**config.mk**
```make
export PLATFORM = sky130hd
export DESIGN_NAME = branch_resolver
export DESIGN_NICKNAME = d
export VERILOG_FILES = /design/src/rtl/bpu_pkg.sv /design/src/rtl/pred_fifo.sv /design/src/rtl/branch_resolver.sv
export SDC_FILE = /design/constraint.sdc
export NUM_CORES = 1
export LEC_CHECK = 0
export ABC_AREA = 1
export CAP_MARGIN = 20
export CORE_ASPECT_RATIO = 0.6
export CORE_MARGIN = 2
export CORE_UTILIZATION = 50
export DETAILED_ROUTE_END_ITERATION = 8
export GPL_ROUTABILITY_DRIVEN = 0
export HOLD_SLACK_MARGIN = 0.02
export PLACE_DENSITY_LB_ADDON = 0.3
export SLEW_MARGIN = 10
export SYNTH_ARGS = -nofsm -noshare
export SYNTH_HDL_FRONTEND = slang
export SYNTH_SLANG_ARGS = --single-unit
```
**constraint.sdc**
```tcl
create_clock -name clk_i -period 7 [get_ports clk_i]
set_clock_uncertainty 0.05 [all_clocks]
set_input_delay 1.4 -clock clk_i [delete_from_list [all_inputs] [get_ports clk_i]]
set_output_delay 1.4 -clock clk_i [all_outputs]
set_load 0.01 [all_outputs]
```
**src/rtl/bpu_pkg.sv**
```systemverilog
// rtl/bpu_pkg.sv - shared types for the branch prediction feedback path
package bpu_pkg;
  localparam int BPU_ADDR_WIDTH = 8;

  typedef enum logic {RUN, FLUSH} resolver_state_t;

  typedef struct packed {
    logic [BPU_ADDR_WIDTH-1:0] pc;
    logic                      taken;
    logic [BPU_ADDR_WIDTH-1:0] target;
  } pred_entry_t;

  // A target only matters when both sides agree the branch was taken.
  function automatic logic is_mispredict(input pred_entry_t e, input logic taken,
                                         input logic [BPU_ADDR_WIDTH-1:0] target);
    return (e.taken != taken) | (e.taken & taken & (e.target != target));
  endfunction
endpackage

```
**src/rtl/pred_fifo.sv**
```systemverilog
// rtl/pred_fifo.sv - in-flight prediction FIFO with push, pop, clear and count
module pred_fifo
  import bpu_pkg::*;
#(
  parameter int DEPTH     = 4,
  parameter int CNT_WIDTH = $clog2(DEPTH) + 1
) (
  input  logic                 clk_i,
  input  logic                 rst_i,
  input  logic                 push_i,
  input  logic                 pop_i,
  input  logic                 clear_i,
  input  pred_entry_t          din_i,
  output pred_entry_t          head_o,
  output logic                 full_o,
  output logic                 empty_o,
  output logic [CNT_WIDTH-1:0] count_o
);
  localparam int PTR_W = $clog2(DEPTH);

  pred_entry_t          r_mem [DEPTH];
  logic [PTR_W-1:0]     r_wr_ptr;
  logic [PTR_W-1:0]     r_rd_ptr;
  logic [CNT_WIDTH-1:0] r_count;
  logic                 w_push;
  logic                 w_pop;

  assign full_o  = (r_count == CNT_WIDTH'(DEPTH));
  assign empty_o = (r_count == '0);
  assign count_o = r_count;
  assign head_o  = r_mem[r_rd_ptr];
  assign w_push  = push_i & ~full_o;
  assign w_pop   = pop_i & ~empty_o;

  always_ff @(posedge clk_i) begin
    if (w_push) r_mem[r_wr_ptr] <= din_i;
  end

  // Clear outranks any same-cycle push or pop.
  always_ff @(posedge clk_i) begin
    if (rst_i || clear_i) begin
      r_wr_ptr <= '0;
      r_rd_ptr <= '0;
      r_count  <= '0;
    end else begin
      if (w_push) r_wr_ptr <= r_wr_ptr + 1'b1;
      if (w_pop)  r_rd_ptr <= r_rd_ptr + 1'b1;
      if (w_push && !w_pop)      r_count <= r_count + 1'b1;
      else if (!w_push && w_pop) r_count <= r_count - 1'b1;
    end
  end
endmodule

```
**src/rtl/branch_resolver.sv**
```systemverilog
// rtl/branch_resolver.sv - matches in-flight predictions to execute outcomes,
// trains the predictor and flushes/redirects fetch on a mispredict
module branch_resolver
  import bpu_pkg::*;
#(
  parameter int ADDR_WIDTH = BPU_ADDR_WIDTH,
  parameter int DEPTH      = 4,
  parameter int CNT_WIDTH  = $clog2(DEPTH) + 1
) (
  input  logic                  clk_i,
  input  logic                  rst_i,
  input  logic                  pred_valid_i,
  input  logic                  pred_taken_i,
  input  logic [ADDR_WIDTH-1:0] pred_pc_i,
  input  logic [ADDR_WIDTH-1:0] pred_target_i,
  output logic                  pred_ready_o,
  input  logic                  res_valid_i,
  input  logic                  res_taken_i,
  input  logic [ADDR_WIDTH-1:0] res_target_i,
  output logic                  upd_valid_o,
  output logic [ADDR_WIDTH-1:0] upd_pc_o,
  output logic                  conditional_jump_o,
  output logic                  shouldnt_jump_o,
  output logic                  flush_o,
  output logic [ADDR_WIDTH-1:0] redirect_pc_o,
  output logic [CNT_WIDTH-1:0]  occupancy_o,
  output logic                  err_underflow_o
);
  resolver_state_t       r_state;
  logic                  r_upd_valid, r_cond_jump, r_shouldnt, r_flush, r_err;
  logic [ADDR_WIDTH-1:0] r_upd_pc, r_redirect;
  pred_entry_t           w_din, w_head;
  logic                  w_full, w_empty, w_ready, w_pop, w_mis, w_push;
  logic [ADDR_WIDTH-1:0] w_fallthrough;

  assign w_din         = '{pc: pred_pc_i, taken: pred_taken_i, target: pred_target_i};
  assign w_ready       = (r_state == RUN) & ~w_full;
  assign w_pop         = res_valid_i & (r_state == RUN) & ~w_empty;
  assign w_mis         = w_pop & is_mispredict(w_head, res_taken_i, res_target_i);
  assign w_push        = pred_valid_i & w_ready & ~w_mis;
  assign w_fallthrough = w_head.pc + 1'b1;

  pred_fifo #(.DEPTH(DEPTH), .CNT_WIDTH(CNT_WIDTH)) u_fifo (
    .clk_i   (clk_i),
    .rst_i   (rst_i),
    .push_i  (w_push),
    .pop_i   (w_pop),
    .clear_i (w_mis),
    .din_i   (w_din),
    .head_o  (w_head),
    .full_o  (w_full),
    .empty_o (w_empty),
    .count_o (occupancy_o)
  );

  always_ff @(posedge clk_i) begin
    if (rst_i) begin
      r_state     <= RUN;
      r_upd_valid <= 1'b0;
      r_upd_pc    <= '0;
      r_cond_jump <= 1'b0;
      r_shouldnt  <= 1'b0;
      r_flush     <= 1'b0;
      r_redirect  <= '0;
      r_err       <= 1'b0;
    end else begin
      r_upd_valid <= w_pop;
      r_cond_jump <= w_pop & res_taken_i;
      r_shouldnt  <= w_pop & w_head.taken & ~res_taken_i;
      r_flush     <= w_mis;
      if (w_pop) r_upd_pc <= w_head.pc;
      if (w_mis) r_redirect <= res_taken_i ? res_target_i : w_fallthrough;
      // A resolve with nothing to match (empty or mid-flush) is a protocol error.
      if (res_valid_i && !w_pop) r_err <= 1'b1;
      r_state <= w_mis ? FLUSH : RUN;
    end
  end

  assign pred_ready_o       = w_ready;
  assign upd_valid_o        = r_upd_valid;
  assign upd_pc_o           = r_upd_pc;
  assign conditional_jump_o = r_cond_jump;
  assign shouldnt_jump_o    = r_shouldnt;
  assign flush_o            = r_flush;
  assign redirect_pc_o      = r_redirect;
  assign err_underflow_o    = r_err;
endmodule

```
==> impl_results.md, run 1 <==
* P&R area growth vs syn at 22.6%
* Inst Count DP at 570
* DR vias/cell at 5.20
* WS Path Type: in2reg
* Buffers plus inverters on the worst setup path at 2
* Most common cell in the synthesized netlist: nand2_1
* Final Hold Fails at 0
* Critical path arrival at 4.09 ns
* Worst Hold Launch: err_underflow_o
* CTS Sinks at 98
* Die height at 74.7 um
* Setup crit start kind: input pin
* Worst r2r path cells at 13
* Max stage delay on crit path at between 0.8 and 0.9 ns
* Synth Instances at 420
* Reg2Reg Setup Slack at 2.90 ns
* Worst-Skew Late Latency at 0.34 ns
* Sequential area share after synthesis at 63.5%
* GR Util All Layers at around 21%
* CP max stage cell: nor2_1
* Largest net degree at the start of global routing at 39
* DR vias at slightly above 3,000
* Cts repair resizes at 0
* CP cell instances: clkdlybuf4s50_1 > nand3b_1 > nand3_1 > nor2_1 > nand2_1 > nand2_1 > nand2_1 > nand2_2 > nand2_1 > nor2_1 > buf_4
* Post-route setup TNS at 0 ns
* Cts hold-fix bufs at 0
* Vias in the first global route at 2,758
* Most used cell, CP: nand2_1
* Area of the die at 0.00909 mm^2
* CTS root buffer: clkbuf_16
* Total gr overflow at 0
* PortBufs at 54
* Synthesized area at between 0.004 and 0.005 mm^2
* Fraction of layout cells with a size suffix above 1 at roughly 6.4%
* IO Count at 55
* CTS Buf Count at 9
* H-tree levels at 3
* Initial antenna violation count at 0
* Predominant post-synthesis flop cell: edfxtp_1
* Static leakage at between 2 and 2.5 nW
* Yosys warning count at 0
* Setup ws final at about 2.9 ns
* Synth area leader: edfxtp_1
* Yosys cell types at 31
* Cell family with most CP delay: simple AND/OR/NAND/NOR gates
* Crit Path Max Fanout at 12
* Crit. End Element: flop
* WL final at 9060 um
* Yosys top cell area share at 49.1%
* Wire length per cell at 15.4 um
* Fmax at 0.244 GHz
* Hold Path Stages at 2
* Pre-CTS setup slack at 2.35 ns
* P per Cell Area at 363 mW/mm^2
* WP data required at around 7.0 ns
* Initial core utilization at 52.2%
* RSZ-0062 raised after global routing: false
* CTS tree: done
* WHS Endpoint: err_underflow_o
* Worst hold slack at 0.427 ns
* Die X at 122 um
* Post-synth EDFFs at 68
* Measured slew at the worst slew-check pin at 1.04 ns
* Period utilization at 58.6%
* CTS Buffer Depth at 2
* Status: finished, final reports clean
* Maximum vdd drop at 0.000180 V
* Core Box Area at between 0.007 and 0.008 mm^2
* Initial DRC Count at 270
* Worst hold path type: reg2reg
* Detailed Place HPWL at a little over 6000 um
* Final net count at 514
* Fin crit period at 4.10 ns
* Ranking of synthesized cells by area: edfxtp_1, dfxtp_1, nand2_1
* Fin. max-slew vios at 0
* Post-synth top cells: nand2_1, edfxtp_1, nand3_1
* First drt pass iteration count at 5
* Max_cap viols at 0
* # diodes at 0
* Post-Syn Nets at 458
* CTS clk-pin slew, worst paths at around 0.060 ns
* Row count at 25
* Antenna-violating nets left at 0
* First-pass GRT wire length at 14,200 um
* Final Setup Violations at 0
* FF-to-FF End: u_fifo.r_mem[1][11]
* Mean post-synth cell area at 9.91 um^2
* Post-CTS setup buffer count at 0
* Ys async rst share at 0%
* Max transition margin at 30.5%
* DR DRC count at 0
* Final Non-Filler Cells at 589
* Flop and latch count out of synthesis at 98
==> worst register-to-register path, cell delays in order (launching register included) <==
cell      delay [ns]
dfxtp_1         0.82
clkinv_2        0.51
nand3_1         0.24
nand3_1         0.09
nand2_1         0.07
nand3_1         0.07
nor2_1          0.10
nand2_1         0.10
nand2_1         0.07
nand2_1         0.07
nand2_2         0.22
nand2_1         0.22
nor2_1          0.83
buf_4           0.34
==> metal layers <==
layer	share of wire [%]	up-vias	global-route usage, %
met5	0	-	0
met4	1.4	0	8.05
met3	6.8	12	6.29
met2	43	103	30.9
met1	49	1432	31.0
li1	-	1517	-
==> power by group <==
| part | internal (mW) | total, mW | switching (mW) |
|---|---|---|---|
| logic | 0.226 | 0.592 | 0.366 |
| clock network | 0.286 | 0.485 | 0.199 |
| registers | 0.730 | 0.777 | 0.0471 |
==> cell families (layout without fill, tap and decap cells) <==
logic type / count (synthesis) / in the layout / share of synthesized area, %
buffers and inverters: 56 / 117 / 6.13
adder cells (fa/ha/maj): 8 / 8 / 2.59
AND/OR/NAND/NOR: 211 / 211 / 21.5
XOR/XNOR: 3 / 3 / 0.632
flip-flops: 98 / 98 / 63.5
AO/OA/AOI/OAI: 44 / 44 / 5.59
==> placed cells by master (no fill, tap or decap), types with 2 or more instances in the layout <==
cell type,n
nand4_1,3
inv_1,39
nand2_1,126
o211ai_1,2
a21oi_1,15
o21ai_1,3
nand3_1,47
buf_8,2
clkdlybuf4s50_1,54
edfxtp_1,68
dfxtp_1,30
buf_4,4
clkbuf_16,9
o22ai_1,2
o21ai_0,20
inv_4,2
ha_1,7
clkinv_2,3
nor3_1,4
xor2_1,2
nor2_1,22
nor2_2,3
==> sequential cells by signal (all words and copies together), names as in the netlist, named ones only <==
| name | cells |
|---|---|
| conditional_jump_o | 1 |
| err_underflow_o | 1 |
| r_state | 1 |
| redirect_pc_o | 8 |
| shouldnt_jump_o | 1 |
| u_fifo.count_o | 3 |
| u_fifo.r_mem | 68 |
| u_fifo.r_rd_ptr | 2 |
| u_fifo.r_wr_ptr | 2 |
| upd_pc_o | 8 |
| upd_valid_o | 1 |
==> area by class of cell <==
cell class,count,area [um^2]
clock inverters,5,52.6
multi-input cells,266,1270
clock buffers,11,243
well taps,108,135
repair buffers,60,601
inverters,41,155
fillers,644,2880
flip-flops and latches,98,2640
==> stage by stage <==
stage / util [%] / total power, mW / area (um^2)
2_1_floorplan: - / 1.17 / 4160
3_3_place_gp: 59.8 / 1.35 / 4770
3_5_place_dp: 59.8 / 1.36 / 4770
4_1_cts: 63.5 / 1.85 / 5060
5_1_grt: 64.0 / 1.98 / 5100
6_report: 64.0 / 1.85 / 5100
==> worst max-delay path by stage <==
stage                               start             endpoint  slack (ns)  cells after the start
after global placement        res_valid_i    u_fifo.count_o[1]        2.51                     11
after global routing                 flop  u_fifo.r_mem[2][11]        2.49                     13
final                     res_target_i[1]  u_fifo.r_mem[1][11]        2.90                     11
after detailed placement      res_valid_i    u_fifo.count_o[1]        2.35                     11
after CTS                     res_valid_i    u_fifo.count_o[1]        2.70                     11
after floorplan           res_target_i[5]   u_fifo.r_mem[0][0]        3.75                     12
No activity file was read; power rests on OpenSTA's default activity.
==> run 2: changes to the inputs <==
CORE_UTILIZATION = 49   (was 50)
clock period = 3.72 ns   (was 7 ns; I/O delays follow)
==> impl_results.md, run 2 (synthesis results as in run 1) <==
* Layout filler cell count at 653 (was 644)
* H-tree levels at 3 (unchanged)
* Status: finished, final reports clean (unchanged)
* Most frequent cells in the layout: nand2_1, edfxtp_1, clkdlybuf4s50_1 (unchanged)
* Max reg flops at 68 (unchanged)
* GR Util All Layers at 21.6% (was 21.4%)
* Register area at 0.00264 mm^2 (unchanged)
* Measured slew at the worst slew-check pin at 0.609 ns (was 1.04 ns)
* Commonest non-fill, non-tap cell in the layout: nand2_1 (unchanged)
* Worst hold path type: reg2reg (unchanged)
* First drt pass iteration count at 5 (unchanged)
* Period utilization at 80.6%
* Initial antenna violation count at 0 (unchanged)
* WL final at 9020 um (was 9060 um)
* Fin. max-slew vios at 0 (unchanged)
* Final Setup Violations at 0 (unchanged)
* Fmax at 0.334 GHz
* Max_cap viols at 0 (unchanged)
* RSZ-0062 raised after global routing: false (unchanged)
* Die height at 75.4 um (was 74.7 um)
* Cts repair resizes at 0 (unchanged)
* DR vias at 3,093 (was 3,064)
* Antenna-violating nets left at 0 (unchanged)
* WP data required at 3.95 ns (was 6.99 ns)
* Post-CTS setup buffer count at 0 (unchanged)
* Max stage delay on crit path at 0.37 ns (was 0.83 ns)
* CTS Buffer Depth at 2 (unchanged)
* Fraction of layout cells with a size suffix above 1 at 7.55% (was 6.44%)
* Wl on met1 at 4290 um (was 4400 um)
* CTS root buffer: clkbuf_16 (unchanged)
* Vias in the first global route at 2,891 (was 2,758)
* Worst-Skew Late Latency at 0.35 ns (was 0.34 ns)
* Most used cell, CP: inv_1 (was nand2_1)
* P&R area growth vs syn at 24.1% (was 22.6%)
* DR DRC count at 0 (unchanged)
* Die X at 123 um (was 122 um)
* Cts hold-fix bufs at 0 (unchanged)
* Area of the die at 0.00927 mm^2 (was 0.00909 mm^2)
* # diodes at 0 (unchanged)
* Met3 WL post-DR at 694 um (was 619 um)
* CTS Sinks at 98 (unchanged)
* Wire length per cell at 15.1 um (was 15.4 um)
* P per Cell Area at 680 mW/mm^2 (was 363 mW/mm^2)
* Setup crit start kind: flop (was input pin)
* Initial core utilization at 51.8% (was 52.2%)
* WS Path Type: reg2reg (was in2reg)
* CTS Buf Count at 9 (unchanged)
* Critical path arrival at 3.23 ns (was 4.09 ns)
* Core Box Area at 0.00804 mm^2 (was 0.00798 mm^2)
* Crit. End Element: flop (unchanged)
* Biggest register: u_fifo.r_mem (unchanged)
* IO Count at 55 (unchanged)
* CP max stage cell: fa_1 (was nor2_1)
* CP cell instances: inv_2 > buf_4 > nor2_1 > o22ai_1 > ha_1 > inv_1 > nand2_1 > nand2_2 > nand2_1 > inv_1 > ha_1 > inv_1 > fa_1 > a21oi_1 > o21ai_0 > xor2_1 > nor2_1 (was clkdlybuf4s50_1 > nand3b_1 > nand3_1 > nor2_1 > nand2_1 > nand2_1 > nand2_1 > nand2_2 > nand2_1 > nor2_1 > buf_4)
* Final Hold Fails at 0 (unchanged)
* Total gr overflow at 0 (unchanged)
* CTS tree: done (unchanged)
* Largest net degree at the start of global routing at 31 (was 39)
* Final net count at 523 (was 514)
* Static leakage at 2.10 nW (was 2.07 nW)
* Row count at 25 (unchanged)
* Fin crit period at about 3 ns
* Max layer used: met4 (unchanged)
* CTS clk-pin slew, worst paths at 0.06 ns (about the same)
* Reg2Reg Setup Slack at 0.72 ns (was 2.90 ns)
* Post-route setup TNS at 0 ns (unchanged)
* Crit Path Max Fanout at 26 (was 12)
* Worst hold slack at 0.420 ns (was 0.427 ns)
* Max transition margin at 59.3% (was 30.5%)
* First-pass GRT wire length at 14,500 um (was 14,200 um)
* Met2 wire len at 3910 um (was 3920 um)
* Maximum vdd drop at 0.000336 V (was 0.000180 V)
* DR vias/cell at 5.17 (was 5.20)
* Area occupied by multi-input gates at 0.00127 mm^2 (about the same)
* Detailed Place HPWL at 6390 um (was 6190 um)
* PortBufs at 54 (unchanged)
* Initial DRC Count at 288 (was 270)
==> run 2: worst paths after layout <==
| kind | cells after the start | end | startpoint |
|---|---|---|---|
| min reg2reg | 2 | redirect_pc_o[4] | redirect_pc_o[4] |
| max reg2reg | 17 | u_fifo.count_o[2] | flop |
| min | 2 | redirect_pc_o[4] | redirect_pc_o[4] |
| max | 17 | u_fifo.count_o[2] | flop |
==> run 2: worst max-delay path, delay by kind of cell, from the launching register on <==
| family | cells | cell delay, ns |
|---|---|---|
| AO/OA/AOI/OAI | 3 | 0.47 |
| XOR/XNOR | 1 | 0.15 |
| adder cells (fa/ha/maj) | 3 | 0.77 |
| buffers and inverters | 5 | 0.80 |
| flip-flops | 1 | 0.33 |
| AND/OR/NAND/NOR | 5 | 0.36 |
==> run 2: layout make-up <==
type / count / area share [%]
clock buffers: 11 / 4.70
clock inverters: 5 / 1.04
inverters: 41 / 3.01
multi-input cells: 266 / 24.6
flip-flops and latches: 98 / 51.2
well taps: 108 / 2.62
repair buffers: 69 / 12.9
==> run 2: power by group <==
group	switching [mW]	internal, mW	total (mW)
Clock	0.373	0.535	0.908
Sequential	0.0826	1.37	1.46
Combinational	0.698	0.449	1.15
Total	1.15	2.36	3.51
==> run 2: routing by layer <==
layer	vias to the layer above	GRT usage, %
met2	112	33.0
met3	12	6.74
met1	1442	30.2
li1	1527	-
met5	-	0
met4	0	6.64
==> run 2: stage by stage <==
step	util [%]	power, mW	std cells	setup WS (ns)	cell area, um^2
3_5_place_dp	60.5	2.62	582	0.492	4870
6_report	64.2	3.51	598	0.722	5160
3_3_place_gp	60.5	2.59	582	0.540	4870
2_1_floorplan	-	2.21	420	0.992	4160
4_1_cts	64.2	3.53	598	0.730	5160
5_1_grt	64.2	3.73	598	0.473	5160
==> run 3: changes to the inputs <==
CORE_UTILIZATION = 50   (was 49)
clock period = 3 ns   (was 3.72 ns; I/O delays follow)
==> impl_results.md, run 3 (synthesis results as in run 1) <==
* Status: finished, final reports clean (unchanged)
* Initial DRC Count at 268 (was 288)
* Vias in the first global route at 2,867 (was 2,891)
* P&R area growth vs syn at 26.2% (was 24.1%)
* Final net count at 534 (was 523)
* H-tree levels at 3 (unchanged)
* CTS root buffer: clkbuf_16 (unchanged)
* DR DRC count at 0 (unchanged)
* Period utilization at 93.0% (was 80.6%)
* Worst hold path type: reg2reg (unchanged)
* Layout filler cell count at 636 (was 653)
* Row count at 25 (unchanged)
* Biggest register: u_fifo.r_mem (unchanged)
* Worst r2r path cells at 16 (was 17)
* Die X at 122 um (was 123 um)
* Worst-Skew Late Latency at 0.34 ns (was 0.35 ns)
* WL final at 9360 um (was 9020 um)
* Die height at 74.7 um (was 75.4 um)
* CTS tree: done (unchanged)
* CTS clk-pin slew, worst paths at 0.06 ns (about the same)
* Maximum vdd drop at 0.000377 V (was 0.000336 V)
* Setup ws final at 0.210 ns (was 0.722 ns)
* CTS Buffer Depth at 2 (unchanged)
* Measured slew at the worst slew-check pin at 0.618 ns (was 0.609 ns)
* WP data required at 3.23 ns (was 3.95 ns)
* Wire length per cell at 15.4 um (was 15.1 um)
* Final Setup Violations at 0 (unchanged)
* Pre-CTS setup slack at -0.0550 ns (was 0.492 ns)
* Fin util at 65.8% (was 64.2%)
* Setup crit start kind: flop (unchanged)
* Crit. End Element: flop (unchanged)
* Static leakage at 2.15 nW (was 2.10 nW)
* P per Cell Area at 831 mW/mm^2 (was 680 mW/mm^2)
* DR vias/cell at 5.19 (was 5.17)
* Fraction of layout cells with a size suffix above 1 at 9.78% (was 7.55%)
* CTS Sinks at 98 (unchanged)
* First drt pass iteration count at 7 (was 5)
* Final Non-Filler Cells at 609 (was 598)
* Final Hold Fails at 0 (unchanged)
* Antenna-violating nets left at 0 (unchanged)
* GR Util All Layers at 21.9% (was 21.6%)
* DR vias at 3,160 (was 3,093)
* Largest net degree at the start of global routing at 28 (was 31)
* CTS Buf Count at 9 (unchanged)
* Max transition margin at 58.8% (was 59.3%)
* IO Count at 55 (unchanged)
* Crit Path Max Fanout at 10 (was 26)
* Initial core utilization at 52.2% (was 51.8%)
* Max reg flops at 68 (unchanged)
* Critical path arrival at 3.02 ns (was 3.23 ns)
* Inst Count DP at 593 (was 582)
* Fin. max-slew vios at 0 (unchanged)
* Commonest non-fill, non-tap cell in the layout: nand2_1 (unchanged)
* Fmax at 0.358 GHz (was 0.334 GHz)
* Max_cap viols at 0 (unchanged)
* PortBufs at 54 (unchanged)
* First-pass GRT wire length at 14,600 um (was 14,500 um)
* Initial antenna violation count at 0 (unchanged)
* Total Power at 4.36 mW (was 3.51 mW)
* WS Path Type: reg2reg (unchanged)
* Fin crit period at 2.79 ns (was 3.00 ns)
* Hold Path Stages at 2 (unchanged)
* Total gr overflow at 0 (unchanged)
* Core Box Area at 0.00798 mm^2 (was 0.00804 mm^2)
* Detailed Place HPWL at 6530 um (was 6390 um)
* Area of the die at 0.00909 mm^2 (was 0.00927 mm^2)
* Post-CTS setup buffer count at 0 (unchanged)
* Most frequent cells in the layout: nand2_1, edfxtp_1, clkdlybuf4s50_1 (unchanged)
* # diodes at 0 (unchanged)
## run 3: cell types whose count changed in the layout (fill, tap and decap cells not counted), sizes merged
| cell | change |
|---|---|
| buf | +11 |
| inv | +1 |
| clkbuf | +3 |
| clkinv | -2 |
| bufinv | -1 |
| clkinvlp | -1 |
## run 3: power by group
group          switching, mW  internal [mW]
Clock                  0.449          0.584
Combinational          0.897          0.611
Sequential             0.116           1.70
Total                   1.46           2.90
## run 3: final timing paths
check | endpoint | start | slack (ns)
max reg2reg | u_fifo.count_o[2] | flop | 0.21
min | redirect_pc_o[1] | redirect_pc_o[1] | 0.42
min reg2reg | redirect_pc_o[1] | redirect_pc_o[1] | 0.42
max | u_fifo.count_o[2] | flop | 0.21
## run 3: what timing repair did
action | CTS | global route
cloned | 0 | 0
endpoints found under the setup margin | 1 | 1
hold buffers | 0 | 0
gates resized for setup | 1 | 11
## run 3: critical path, cell delays in order, from the launching register on
cell	delay (ns)
dfxtp_2	0.42
buf_4	0.21
o21ai_0	0.12
o22ai_2	0.23
ha_1	0.27
inv_1	0.05
nand2_1	0.08
nand2_2	0.07
nand2_1	0.07
inv_1	0.06
ha_1	0.13
inv_1	0.06
fa_1	0.37
a21oi_1	0.15
o21ai_0	0.11
xor2_1	0.15
nor2_1	0.12
## run 3: final cells by class
cell class	count	area, um^2	area share, %
clock buffers	14	254	4.84
clock inverters	2	12.5	0.238
inverters	41	166	3.17
multi-input cells	266	1270	24.3
flip-flops and latches	98	2650	50.4
well taps	108	135	2.57
repair buffers	80	761	14.5
## run 3: per-layer routing
metal / track usage (%) / share of wire [%]
met1: 30.9 / 46
met2: 32.7 / 45
met3: 6.97 / 7.7
met5: 0 / 0
met4: 7.28 / 0.99
## run 3: through the flow
step           hold slack, ns  TNS [ns]  instance area, um^2
2_1_floorplan           0.425         0                 4160
3_3_place_gp            0.398         0                 4950
3_5_place_dp            0.410   -0.0550                 4950
4_1_cts                 0.420         0                 5220
5_1_grt                 0.443  -0.00122                 5250
6_report                0.416         0                 5250
==> patch (flow settings as in run 2) <==
Reset style: asynchronous (`rst_i`), changed in one clocked block.
--- a/src/rtl/branch_resolver.sv
+++ b/src/rtl/branch_resolver.sv
@@ -54,5 +54,5 @@
   );
 
-  always_ff @(posedge clk_i) begin
+  always_ff @(posedge clk_i or posedge rst_i) begin
     if (rst_i) begin
       r_state     <= RUN;
Formal check against the unedited RTL: differs if rst_i is asserted again (counterexample within 4 cycles, from zero or initial values and one cycle with rst_i high); with rst_i held inactive, the same outputs for 10 cycles.
==> patch against run 2 <==
Sequential share of layout area increased by 1.2 points. Synthesized area rose by 2.3%. Largest cell class unchanged. Die area increased by 2.2%. Critical endpoint unchanged. Sequential cell count stayed put. Setup slack lost 0.080 ns. Final area rose by 1.5%. Routed wire length is 1.0% higher. Power increased by 9.2%.
==> patch: results (changes against run 2) <==
Drt wl/cell - 15.4 um (+2.0%)
First-pass GRT wire length - 15.0 mm (+3.1%)
Status - completed
Area share of fa/ha/maj cells after synthesis - 2.53% (-0.059 points)
Hold_sp - err_underflow_o
R2R cell count - 20 (+3)
Post-synth top cells - 147 x nand2_1, 68 x edfxtp_1, 43 x nand3_1
Seq. pwr - 1.54 mW (+5%)
Synth Instances - 410 (-2.4%)
Fraction of registers with async set or reset after synthesis - 21.4% (+21 points)
Worst Tran Pin Value - 0.437 ns (-0.172 ns)
Hpwl dp - 6.32 mm (-0.99%)
Hold depth - 1 (-1)
Metal-1 WL - 4.44 mm (+3.5%)
# nets final - 513 (-1.9%)
Clk cell area share - 6.23% (+0.49 points)
Met3 Use GR - 6.18% (-0.56 points)
Bufs w/o clock - 67 (-2.9%)
Largest cells by area after synthesis - edfxtp_1 48%, nand2_1 13%, dfrtp_1 12%
Logic gate share of total power - 34.3% (+1.6 points)
Met2 wire len - 3.90 mm (-0.28%)
Cell internal pwr - 2.55 mW (+8.3%)
Mapped Nets - 448 (-2.2%)
Global routing usage on met2 - 29.9% (-3.1 points)
Post-synthesis sequential area ratio - 64.6% (+1.0 points)
Via-to-Cell Ratio - 5.08 (-1.8%)
Tapcells inserted - 112 (+3.7%)
Filler cell count - 686 (+5.1%)
Arr. time, crit path - 3.31 ns (+0.08 ns)
Largest net degree at the start of global routing - 35 (+13%)
Met1 Use GR - 29.7% (-0.44 points)
XOR/XNOR Fraction of Synth Area - 0.412% (-0.22 points)
Worst Path Max Fanout - 22 (-15%)
Pre-CTS setup slack - 0.440 ns (-0.0520 ns)
Hold EP - err_underflow_o
Compound-Gate Fraction of Synth Area - 4.12% (-1.5 points)
Unique masters post-synth - 38 (+23%)
DRT iter0 DRCs - 231 (-20%)
Buffering overhead - 12.2% (-0.72 points)
Placed Area - 4910 um^2 (+0.98%)
Placed insts - 576 (-1.0%)
Register share of the cell area - 52.4% (+1.2 points)
Peak supply drop - 0.000358 V (+6.4%)
Final wirelength - 9.11 mm (+1.0%)
Post-CTS Setup Bufs - 0 (unchanged)
R2r setup slk - 0.64 ns (-0.08 ns)
Layout cells sized above 1 - 8.13% (+0.57 points)
Clock buf count - 13 (+2)
Switching Share - 33.4% (+0.56 points)
Worst path slowest cell - dfxtp_1
Hold Slack - 0.422 ns (+0.00188 ns)
Vias in the first global route - 2900 (+0.31%)
Buffers added on ports - 54 (unchanged)
Slowest cell delay on critical path - 0.54 ns (+0.17 ns)
FF+latch area - 2750 um^2 (+4.0%)
Met3 WL - 688 um (-0.86%)
Inverters - 33 (-20%)
[patch: changes by cell type after synthesis, sizes merged, moves of 3 or more]
cell | run 2 | this run
nand2 | 128 | 150
dfrtp | 0 | 21
dfxtp | 30 | 9
a21oi | 15 | 5
nor2 | 25 | 17
inv | 40 | 33
nand3 | 47 | 44
[patch: worst max path at each step]
stage	start	end	slack [ns]	cells past startpoint
after floorplan	flop	u_fifo.r_mem[0][0]	0.99	12
after global placement	res_target_i[3]	u_fifo.count_o[2]	0.47	17
after detailed placement	res_target_i[3]	u_fifo.count_o[2]	0.44	17
after CTS	flop	u_fifo.count_o[2]	0.64	20
after global routing	flop	u_fifo.count_o[2]	0.22	20
final	flop	u_fifo.count_o[2]	0.64	20
